===== src/rtl/instr_fetch_buffer_if.sv =====
// Purpose : bundles the instruction-ROM read port and the issue-side pair port
//           of instr_fetch_buffer.
// Modports: master - the fetch buffer (drives ROM request/address and the pair)
//           slave  - the environment (ROM data return and issue-side retire strobes)
// Signals : imem_req, imem_addr, imem_rdata              ROM read port
//           instruction0/1, valid0/1, take0/1             issue pair and retire
//           empty, count                                  drain status, occupancy
interface instr_fetch_buffer_if #(
  parameter int unsigned AW = 8,
  parameter int unsigned CW = 4
);
  logic          imem_req;
  logic [AW-1:0] imem_addr;
  logic [31:0]   imem_rdata;
  logic [31:0]   instruction0;
  logic [31:0]   instruction1;
  logic          valid0;
  logic          valid1;
  logic          take0;
  logic          take1;
  logic          empty;
  logic [CW-1:0] count;

  modport master (
    output imem_req, imem_addr, instruction0, instruction1, valid0, valid1, empty, count,
    input  imem_rdata, take0, take1
  );

  modport slave (
    input  imem_req, imem_addr, instruction0, instruction1, valid0, valid1, empty, count,
    output imem_rdata, take0, take1
  );
endinterface


===== src/rtl/instr_fetch_buffer.sv =====
// Purpose : walks a word PC through a synchronous instruction ROM, buffers the
//           fetched words in a circular FIFO and presents the two oldest words
//           as an instruction pair; the issue side retires 0, 1 or 2 per en cycle.
// Ports   : clk, reset (sync, active-high), en (clock-enable strobe)
//           bus (master)  ROM request/address/data, instruction0/1, valid0/1,
//                         take0/1, empty, count
//           redirect, redirect_pc  only when FETCH_REDIRECT_EN is defined
// Config  : FETCH_REDIRECT_EN adds a PC redirect that flushes the FIFO.
module instr_fetch_buffer #(
  parameter int unsigned DEPTH      = 8,
  parameter int unsigned IMEM_WORDS = 256,
  parameter int unsigned AW         = 8
) (
  input  logic                  clk,
  input  logic                  reset,
  input  logic                  en,
`ifdef FETCH_REDIRECT_EN
  input  logic                  redirect,
  input  logic [AW-1:0]         redirect_pc,
`endif
  instr_fetch_buffer_if.master  bus
);

  localparam int unsigned PW  = $clog2(DEPTH);
  localparam int unsigned CW  = PW + 1;
  // One extra bit so the PC can reach IMEM_WORDS and stop there.
  localparam int unsigned PCW = AW + 1;

  typedef enum logic [1:0] {IDLE, WAIT, DONE} state_t;

  state_t          state_q, state_n;
  logic [PCW-1:0]  pc_q;
  logic [PW-1:0]   rd_ptr_q, wr_ptr_q;
  logic [CW-1:0]   count_q;
  logic            imem_req_q;
  logic [AW-1:0]   imem_addr_q;
  logic [31:0]     mem_q [DEPTH];

  logic            inflight_c, room_c, pc_ok_c, issue_c, push_c;
  logic            valid0_c, valid1_c;
  logic [1:0]      n_pop_c;
  logic            redir_c;
  logic [PCW-1:0]  redir_pc_c;

`ifdef FETCH_REDIRECT_EN
  assign redir_c    = redirect;
  assign redir_pc_c = PCW'(redirect_pc);
`else
  assign redir_c    = 1'b0;
  assign redir_pc_c = '0;
`endif

  assign valid0_c = (count_q != '0);
  assign valid1_c = (count_q >= CW'(2));

  // Fetch FSM next state plus push/pop/issue decisions for this en cycle.
  always_comb begin
    state_n    = state_q;
    issue_c    = 1'b0;
    push_c     = 1'b0;
    n_pop_c    = 2'd0;
    inflight_c = (state_q == WAIT);
    // Room check counts the in-flight word and ignores same-cycle pops.
    room_c     = (32'(count_q) + 32'(inflight_c)) < DEPTH;
    pc_ok_c    = 32'(pc_q) < IMEM_WORDS;

    if (bus.take0 && valid0_c) begin
      n_pop_c = (bus.take1 && valid1_c) ? 2'd2 : 2'd1;
    end

    case (state_q)
      IDLE: begin
        if (!pc_ok_c) begin
          state_n = DONE;
        end else if (room_c) begin
          issue_c = 1'b1;
          state_n = WAIT;
        end
      end
      WAIT: begin
        push_c = 1'b1;
        if (room_c && pc_ok_c) begin
          issue_c = 1'b1;
        end else begin
          state_n = IDLE;
        end
      end
      DONE:    state_n = DONE;
      default: state_n = IDLE;
    endcase

    // Redirect drops the in-flight word and overrides push and pop.
    if (redir_c) begin
      issue_c = 1'b0;
      push_c  = 1'b0;
      n_pop_c = 2'd0;
      state_n = (32'(redir_pc_c) < IMEM_WORDS) ? IDLE : DONE;
    end
  end

  // State, PC, pointers and ROM request registers.
  always_ff @(posedge clk) begin
    if (reset) begin
      state_q     <= IDLE;
      pc_q        <= '0;
      rd_ptr_q    <= '0;
      wr_ptr_q    <= '0;
      count_q     <= '0;
      imem_req_q  <= 1'b0;
      imem_addr_q <= '0;
    end else if (en) begin
      state_q    <= state_n;
      imem_req_q <= issue_c;
      if (issue_c) begin
        imem_addr_q <= pc_q[AW-1:0];
        pc_q        <= pc_q + PCW'(1);
      end
      if (redir_c) begin
        pc_q     <= redir_pc_c;
        rd_ptr_q <= wr_ptr_q;
        count_q  <= '0;
      end else begin
        if (push_c) begin
          wr_ptr_q <= wr_ptr_q + PW'(1);
        end
        rd_ptr_q <= rd_ptr_q + PW'(n_pop_c);
        count_q  <= count_q + CW'(push_c) - CW'(n_pop_c);
      end
    end
  end

  // FIFO storage; contents need no reset because count gates visibility.
  always_ff @(posedge clk) begin
    if (!reset && en && push_c) begin
      mem_q[wr_ptr_q] <= bus.imem_rdata;
    end
  end

  assign bus.imem_req     = imem_req_q;
  assign bus.imem_addr    = imem_addr_q;
  assign bus.valid0       = valid0_c;
  assign bus.valid1       = valid1_c;
  assign bus.instruction0 = valid0_c ? mem_q[rd_ptr_q] : 32'h0;
  assign bus.instruction1 = valid1_c ? mem_q[rd_ptr_q + PW'(1)] : 32'h0;
  assign bus.count        = count_q;
  assign bus.empty        = (count_q == '0) && !inflight_c && (state_q == DONE);

endmodule


===== src/flat_wrapper.sv =====
// flat-port wrapper written by rule: the top's interface ports become plain ports
module instr_fetch_buffer_flat 
#(
  parameter int unsigned DEPTH      = 8,
  parameter int unsigned IMEM_WORDS = 256,
  parameter int unsigned AW         = 8
)
  (clk, reset, en, bus_imem_req, bus_imem_addr, bus_instruction0, bus_instruction1, bus_valid0, bus_valid1, bus_empty, bus_count, bus_imem_rdata, bus_take0, bus_take1);
  instr_fetch_buffer_if #(.AW(AW), .CW(4)) bus_i ();
  input  logic clk;
  input  logic reset;
  input  logic en;
  output wire logic [$bits(bus_i.imem_req)-1:0] bus_imem_req;
  output wire logic [$bits(bus_i.imem_addr)-1:0] bus_imem_addr;
  output wire logic [$bits(bus_i.instruction0)-1:0] bus_instruction0;
  output wire logic [$bits(bus_i.instruction1)-1:0] bus_instruction1;
  output wire logic [$bits(bus_i.valid0)-1:0] bus_valid0;
  output wire logic [$bits(bus_i.valid1)-1:0] bus_valid1;
  output wire logic [$bits(bus_i.empty)-1:0] bus_empty;
  output wire logic [$bits(bus_i.count)-1:0] bus_count;
  input wire logic [$bits(bus_i.imem_rdata)-1:0] bus_imem_rdata;
  input wire logic [$bits(bus_i.take0)-1:0] bus_take0;
  input wire logic [$bits(bus_i.take1)-1:0] bus_take1;
  assign bus_imem_req = bus_i.imem_req;
  assign bus_imem_addr = bus_i.imem_addr;
  assign bus_instruction0 = bus_i.instruction0;
  assign bus_instruction1 = bus_i.instruction1;
  assign bus_valid0 = bus_i.valid0;
  assign bus_valid1 = bus_i.valid1;
  assign bus_empty = bus_i.empty;
  assign bus_count = bus_i.count;
  assign bus_i.imem_rdata = bus_imem_rdata;
  assign bus_i.take0 = bus_take0;
  assign bus_i.take1 = bus_take1;
  instr_fetch_buffer #(.DEPTH(DEPTH), .IMEM_WORDS(IMEM_WORDS), .AW(AW)) u_core (.clk(clk), .reset(reset), .en(en), .bus(bus_i));
endmodule

===== config.mk =====
export PLATFORM = sky130hd
export DESIGN_NAME = instr_fetch_buffer_flat
export DESIGN_NICKNAME = d
export VERILOG_FILES = /design/src/rtl/instr_fetch_buffer_if.sv /design/src/rtl/instr_fetch_buffer.sv /design/src/flat_wrapper.sv
export SDC_FILE = /design/constraint.sdc
export NUM_CORES = 1
export LEC_CHECK = 0
export ABC_AREA = 1
export BUFFER_PORTS_ARGS = -buffer_cell sky130_fd_sc_hd__buf_4
export CORE_ASPECT_RATIO = 1.2
export CORE_MARGIN = 3
export CORE_UTILIZATION = 60
export CTS_CLUSTER_SIZE = 16
export DETAILED_ROUTE_END_ITERATION = 8
export GPL_TIMING_DRIVEN = 0
export HOLD_SLACK_MARGIN = 0.12
export PLACE_DENSITY = 0.86
export SETUP_SLACK_MARGIN = 0.3
export SLEW_MARGIN = 20
export SYNTH_ARGS = -nofsm -noshare
export SYNTH_HDL_FRONTEND = slang
export SYNTH_SLANG_ARGS = --single-unit

===== constraint.sdc =====
create_clock -name clk -period 4.24 [get_ports clk]
set_input_delay 0.212 -clock clk [delete_from_list [all_inputs] [get_ports clk]]
set_output_delay 0.212 -clock clk [all_outputs]
set_load 0.02 [all_outputs]

# Word-level counts from Yosys, hierarchy flattened
# Memory sizes are Yosys's and may differ from the RTL's. A register that Yosys moved wholly into a read port is not among the register bits.
# Cells that the tools add are included.
# classes
bitwise_logic	0
reduce_logical	15
muxes	17
n_lt_le_gt_ge	3
shift	0
n_div	0
n_eq_ne	4
n_mul	0
add_sub_neg	7
# op_table
operator	count
$mux W32	2
$lt A32 B4 Y1 const B	1
$mux W2	5
$add A9 B1 Y9 const B	1
$lt A9 B9 Y1 const B	1
$logic_and A1 B1 Y1	7
$add A3 B1 Y3 const B	2
$mux W1	6
$mux W3	2
$pmux W2 S3	1
$add A4 B1 Y5	1
$add A4 B1 Y4	1
$ge A4 B2 Y1 const B	1
$logic_not A4 Y1	1
$reduce_and A2 Y1	2
$reduce_bool A4 Y1	1
$sub A4 B2 Y4	1
$add A3 B2 Y3	1
$ne A3 B2 Y1 const B	1
$reduce_and A3 Y1	1
$eq A2 B1 Y1 const B	1
$eq A2 B2 Y1 const B	1
$logic_not A1 Y1	2
$logic_not A2 Y1	1
2 further kinds	2
# word_totals
regBits	30
n_memories	1
latch_bits	0
rom_bits	0
ram_bits	256
# memory_table
name	words	width	read_ports	rd_clocked_by_memory_dff	wr	line	rtl
u_core.mem_q	8	32	2	1	1	instr_fetch_buffer.sv:37	logic [31:0] mem_q [DEPTH];

# Longest topological paths before layout
# depth
depth_word	7
ltp_mapped	16
ltp_nobuf	16

# Least setup slack after synthesis
# OpenSTA, ideal clock, no wires.
# synth_path
kind	register to register
from	reg u_core.state_q[1]
to	mem u_core.mem_q[0][0], enable pin
arrival_time_ns	3.066
n_path_buf	0
t_required_ns	3.779
path_slack_ns	0.712
stages_incl_launch_ff	8
synth_period_minus_slack_ns	3.528
path_cell_list	dfxtp_1 inv_2 nand2_1 nor2_1 inv_1 nor2_1 inv_1 nor3_1
# synth_via
elab_chain_len	5
# synth_lines
item	line	rtl
from (decl)	instr_fetch_buffer.sv:31	state_t state_q, state_n;
from (signal assigned)	instr_fetch_buffer.sv:112	state_q <= state_n;
$eq A2 B1 Y1	instr_fetch_buffer.sv:71	case (state_q)
$mux W1	instr_fetch_buffer.sv:71	
$logic_and A1 B1 Y1	instr_fetch_buffer.sv:134	if (!reset && en && push_c) begin
$mux W1	instr_fetch_buffer.sv:134	
$mux W1 (not written as such)	instr_fetch_buffer.sv:135	mem_q[wr_ptr_q] <= bus.imem_rdata;
to (decl)	instr_fetch_buffer.sv:37	
# No other way between the ends.

# Worst setup path in the final report
# layout_path
from	reg u_core.rd_ptr_q[0]
to	out bus_instruction1[0]
# layout_via
elab_chain_len	3
# layout_lines
item	line	rtl
from (decl)	instr_fetch_buffer.sv:33	logic [PW-1:0] rd_ptr_q, wr_ptr_q;
from (signal assigned)	instr_fetch_buffer.sv:120	rd_ptr_q <= wr_ptr_q;
from (signal assigned)	instr_fetch_buffer.sv:126	rd_ptr_q <= rd_ptr_q + PW'(n_pop_c);
$add A3 B1 Y3	instr_fetch_buffer.sv:144	assign bus.instruction1 = valid1_c ? mem_q[rd_ptr_q + PW'(1)] : 32'h0;
$mem_v2 Z8 W32	-	
$mux W32	instr_fetch_buffer.sv:144	
to (decl)	flat_wrapper.sv:16	output wire logic [$bits(bus_i.instruction1)-1:0] bus_instruction1;
# No other way between the ends.

==> impl_metrics.csv <==
group,metric,value,unit
outcome,status,"finished clean",
final_layout,final_util,73.6,%
sta,relSlewSlack,43.7,%
placement,place_area,15500,µm²
sta,post-route-min-period,3.36,ns
synthesis,synthCells,1394,
die,rows,60,
final_layout,fin_area,16600,µm²
placement,place.gp.congestion,0.926,
worst_setup_path,required,4.03,ns
worst_setup_path,worstPathMaxFanout,10,
sta,holdWs,0.218,ns
die,die_h,173,µm
detailed_routing,vias_per_cell,6.63,
die,floorplan.initialDensity,61.5,%
hold_path,worstHoldPathType,"input pin to register",
synthesis,synth.avg_cell_area,9.97,µm²
synthesis,synth_nets,1442,
placement,post-place-ws,1.20,ns
sta,max_freq,297,MHz
detailed_routing,dr_wl_met2,21700,µm
global_route,overflow,0,
synthesis,synth_area,13900,µm²
hold_path,hp-start,"en",
worst_setup_path,critPathArrivalTime,3.15,ns
final_layout,final_common_cell,"nor2_1",
worst_setup_path,crit_type,"register to output pin",
clocking,clk_latency,0.55,ns
sta,rsz0062_at_grt,"no",
global_route,grt_pass1_wl,67800,µm
detailed_routing,routed.top_layer,"met4",
power_and_ir_drop,power.leakage,6.05,nW
synthesis,synth_seq_area_share,60.1,%
worst_setup_path,crit_path_start,"u_core.rd_ptr_q[0]",
clocking,cts_resized,0,
final_layout,mostFrequentLayoutCells,"nor2_1 (321), o21ai_0 (320), edfxtp_1 (256), buf_4 (132), clkbuf_1 (78)",
sta,final-hold-violation-count,0,
job,drv_cap,0,
worst_setup_path,startpoint_type,"register",
placement,place_hpwl,29500,µm
power_and_ir_drop,p_total,0.00768,W
global_route,antenna_found_initial,0,
final_layout,n_antenna_cell,0,
worst_setup_path,end_kind,"output pin",
clocking,cts_root_buf,"clkbuf_16",
clocking,cts_hold_buffers,33,
clocking,cts_max_path_buffers,3,
sta,worst_slack,0.876,ns
final_layout,area_growth,19.7,%
worst_setup_path,rr_startpoint,"u_core.bus.count[3]",
placement,numPortBuffers,116,
global_route,grt_pass1_vias,12659,
detailed_routing,wl_met1,14700,µm
global_route,track_usage,34.2,%
sta,drv_slew,0,
clocking,htreeDepth,1,
detailed_routing,antenna_left,0,
detailed_routing,wirelength,44800,µm
die,die-width,145,µm
clocking,cts_setup_buffers,0,
clocking,numCtsBuffers,28,
global_route,grt_max_degree,22,
detailed_routing,drcViolationCount,0,
power_and_ir_drop,p_per_area,462,nW/µm²
die,die_area,25000,µm²
final_layout,nets,1642,
power_and_ir_drop,peakVddDrop,0.367,mV
sta,setup_viol,0,
die,io_pins,117,
final_layout,drive_gt1_share,18.4,%
sta,finalCritPeriodShare,79.3,%
detailed_routing,num_vias,12776,
synthesis,ys_ff_latch,289,
detailed_routing,dr.pass1.iters,6,
die,core_area,22600,µm²
synthesis,yosysUniqueCellTypes,33,
detailed_routing,wl_met3,6140,µm
sta,tightestPinTransition,0.840,ns
clocking,cts_tree,"built",
clocking,path_clk_slew,0.06,ns
clocking,cts_sinks,289,
synthesis,yosysWarnings,0,
detailed_routing,routedWlPerCell,23.3,µm
sta,fin_worst_skew,0.00730,ns
detailed_routing,drt_iter0_markers,2368,
[routing by layer]
metal | track usage, % | vias to the layer above
met3 | 8.26 | 252
met4 | 18.4 | 0
met5 | 0 | -
met2 | 57.1 | 1221
met1 | 41.3 | 5885
li1 | - | 5418
[worst paths after layout]
kind | to | slack [ns] | cells after the start
max | bus_instruction1[0] | 0.88 | 7
min | u_core.bus.count[1] | 0.22 | 3
max reg2reg | u_core.bus.count[2] | 1.02 | 13
min reg2reg | u_core.bus.imem_addr[5] | 0.49 | 2
[power by group]
part | leakage, nW | switching, W | internal (W) | total [W]
Clock | 0.408 | 0.00108 | 0.00125 | 0.00233
Combinational | 3.07 | 0.00143 | 0.000739 | 0.00217
Sequential | 2.57 | 0.0000389 | 0.00314 | 0.00318
Total | 6.05 | 0.00255 | 0.00513 | 0.00768
[cell usage after synthesis]
cell type | instances | share of area (%)
nand4_1 | 3 | 0.14
a31oi_1 | 32 | 1.4
o21ai_1 | 16 | 0.58
a21oi_1 | 52 | 1.9
nand2_1 | 39 | 1.1
o221a_1 | 2 | 0.16
buf_4 | 4 | 0.22
inv_2 | 6 | 0.16
nor2_1 | 325 | 8.8
dfxtp_1 | 33 | 4.8
nor3_1 | 41 | 1.5
buf_2 | 24 | 0.86
nand3_4 | 1 | 0.13
nand3_1 | 7 | 0.25
buf_6 | 1 | 0.081
a21oi_2 | 1 | 0.063
buf_1 | 1 | 0.027
xnor2_1 | 4 | 0.25
nand3b_2 | 1 | 0.081
nor2_4 | 1 | 0.081
edfxtp_1 | 256 | 55
o221a_2 | 62 | 5.0
nand2_2 | 2 | 0.090
fa_1 | 2 | 0.29
clkinv_1 | 2 | 0.054
clkbuf_1 | 76 | 2.1
inv_6 | 1 | 0.063
inv_1 | 61 | 1.6
nand3_2 | 2 | 0.14
o21ai_0 | 320 | 12
buf_12 | 1 | 0.14
xor2_1 | 6 | 0.38
ha_1 | 9 | 0.81
[through the flow]
stage	setup TNS, ns	cells
2_1_floorplan	0	1394
3_3_place_gp	-185.53	1820
3_5_place_dp	0	1841
4_1_cts	0	1926
5_1_grt	0	1926
6_report	0	1926
[area by class of cell]
cell class	instances	area [µm²]
Sequential cell	289	8350
Fill cell	1466	5960
Multi-Input combinational cell	928	4860
Timing Repair Buffer	170	1450
Clock buffer	31	733
Buffer	107	470
Tap cell	310	388
Inverter	70	268
Clock inverter	21	115
[critical path: stages (launching register included)]
cell and delay, ns:
dfxtp_1 0.40, ha_1 0.35, buf_2 0.25, clkbuf_1 0.54
o21ai_0 0.23, o221a_1 0.27, nor3_1 0.35, buf_4 0.23
[sequential cells by signal (all words and copies together) (netlist names), named ones only]
name	count
u_core.state_q	2
u_core.mem_q	256
u_core.bus.imem_req	1
u_core.bus.count	4
u_core.pc_q	9
u_core.rd_ptr_q	3
u_core.wr_ptr_q	3
u_core.bus.imem_addr	8
[logic make-up (layout without fill, tap and decap cells)]
family / count (synthesis) / in the layout / synth area share (%)
compound gates: 485 / 485 / 20.7
simple gates: 422 / 422 / 12.2
flops: 289 / 289 / 60.1
buf+inv: 177 / 399 / 5.31
fa+ha+maj: 11 / 11 / 1.10
xor+xnor: 10 / 10 / 0.630
Note: power is estimated with default switching activity, not from simulation.
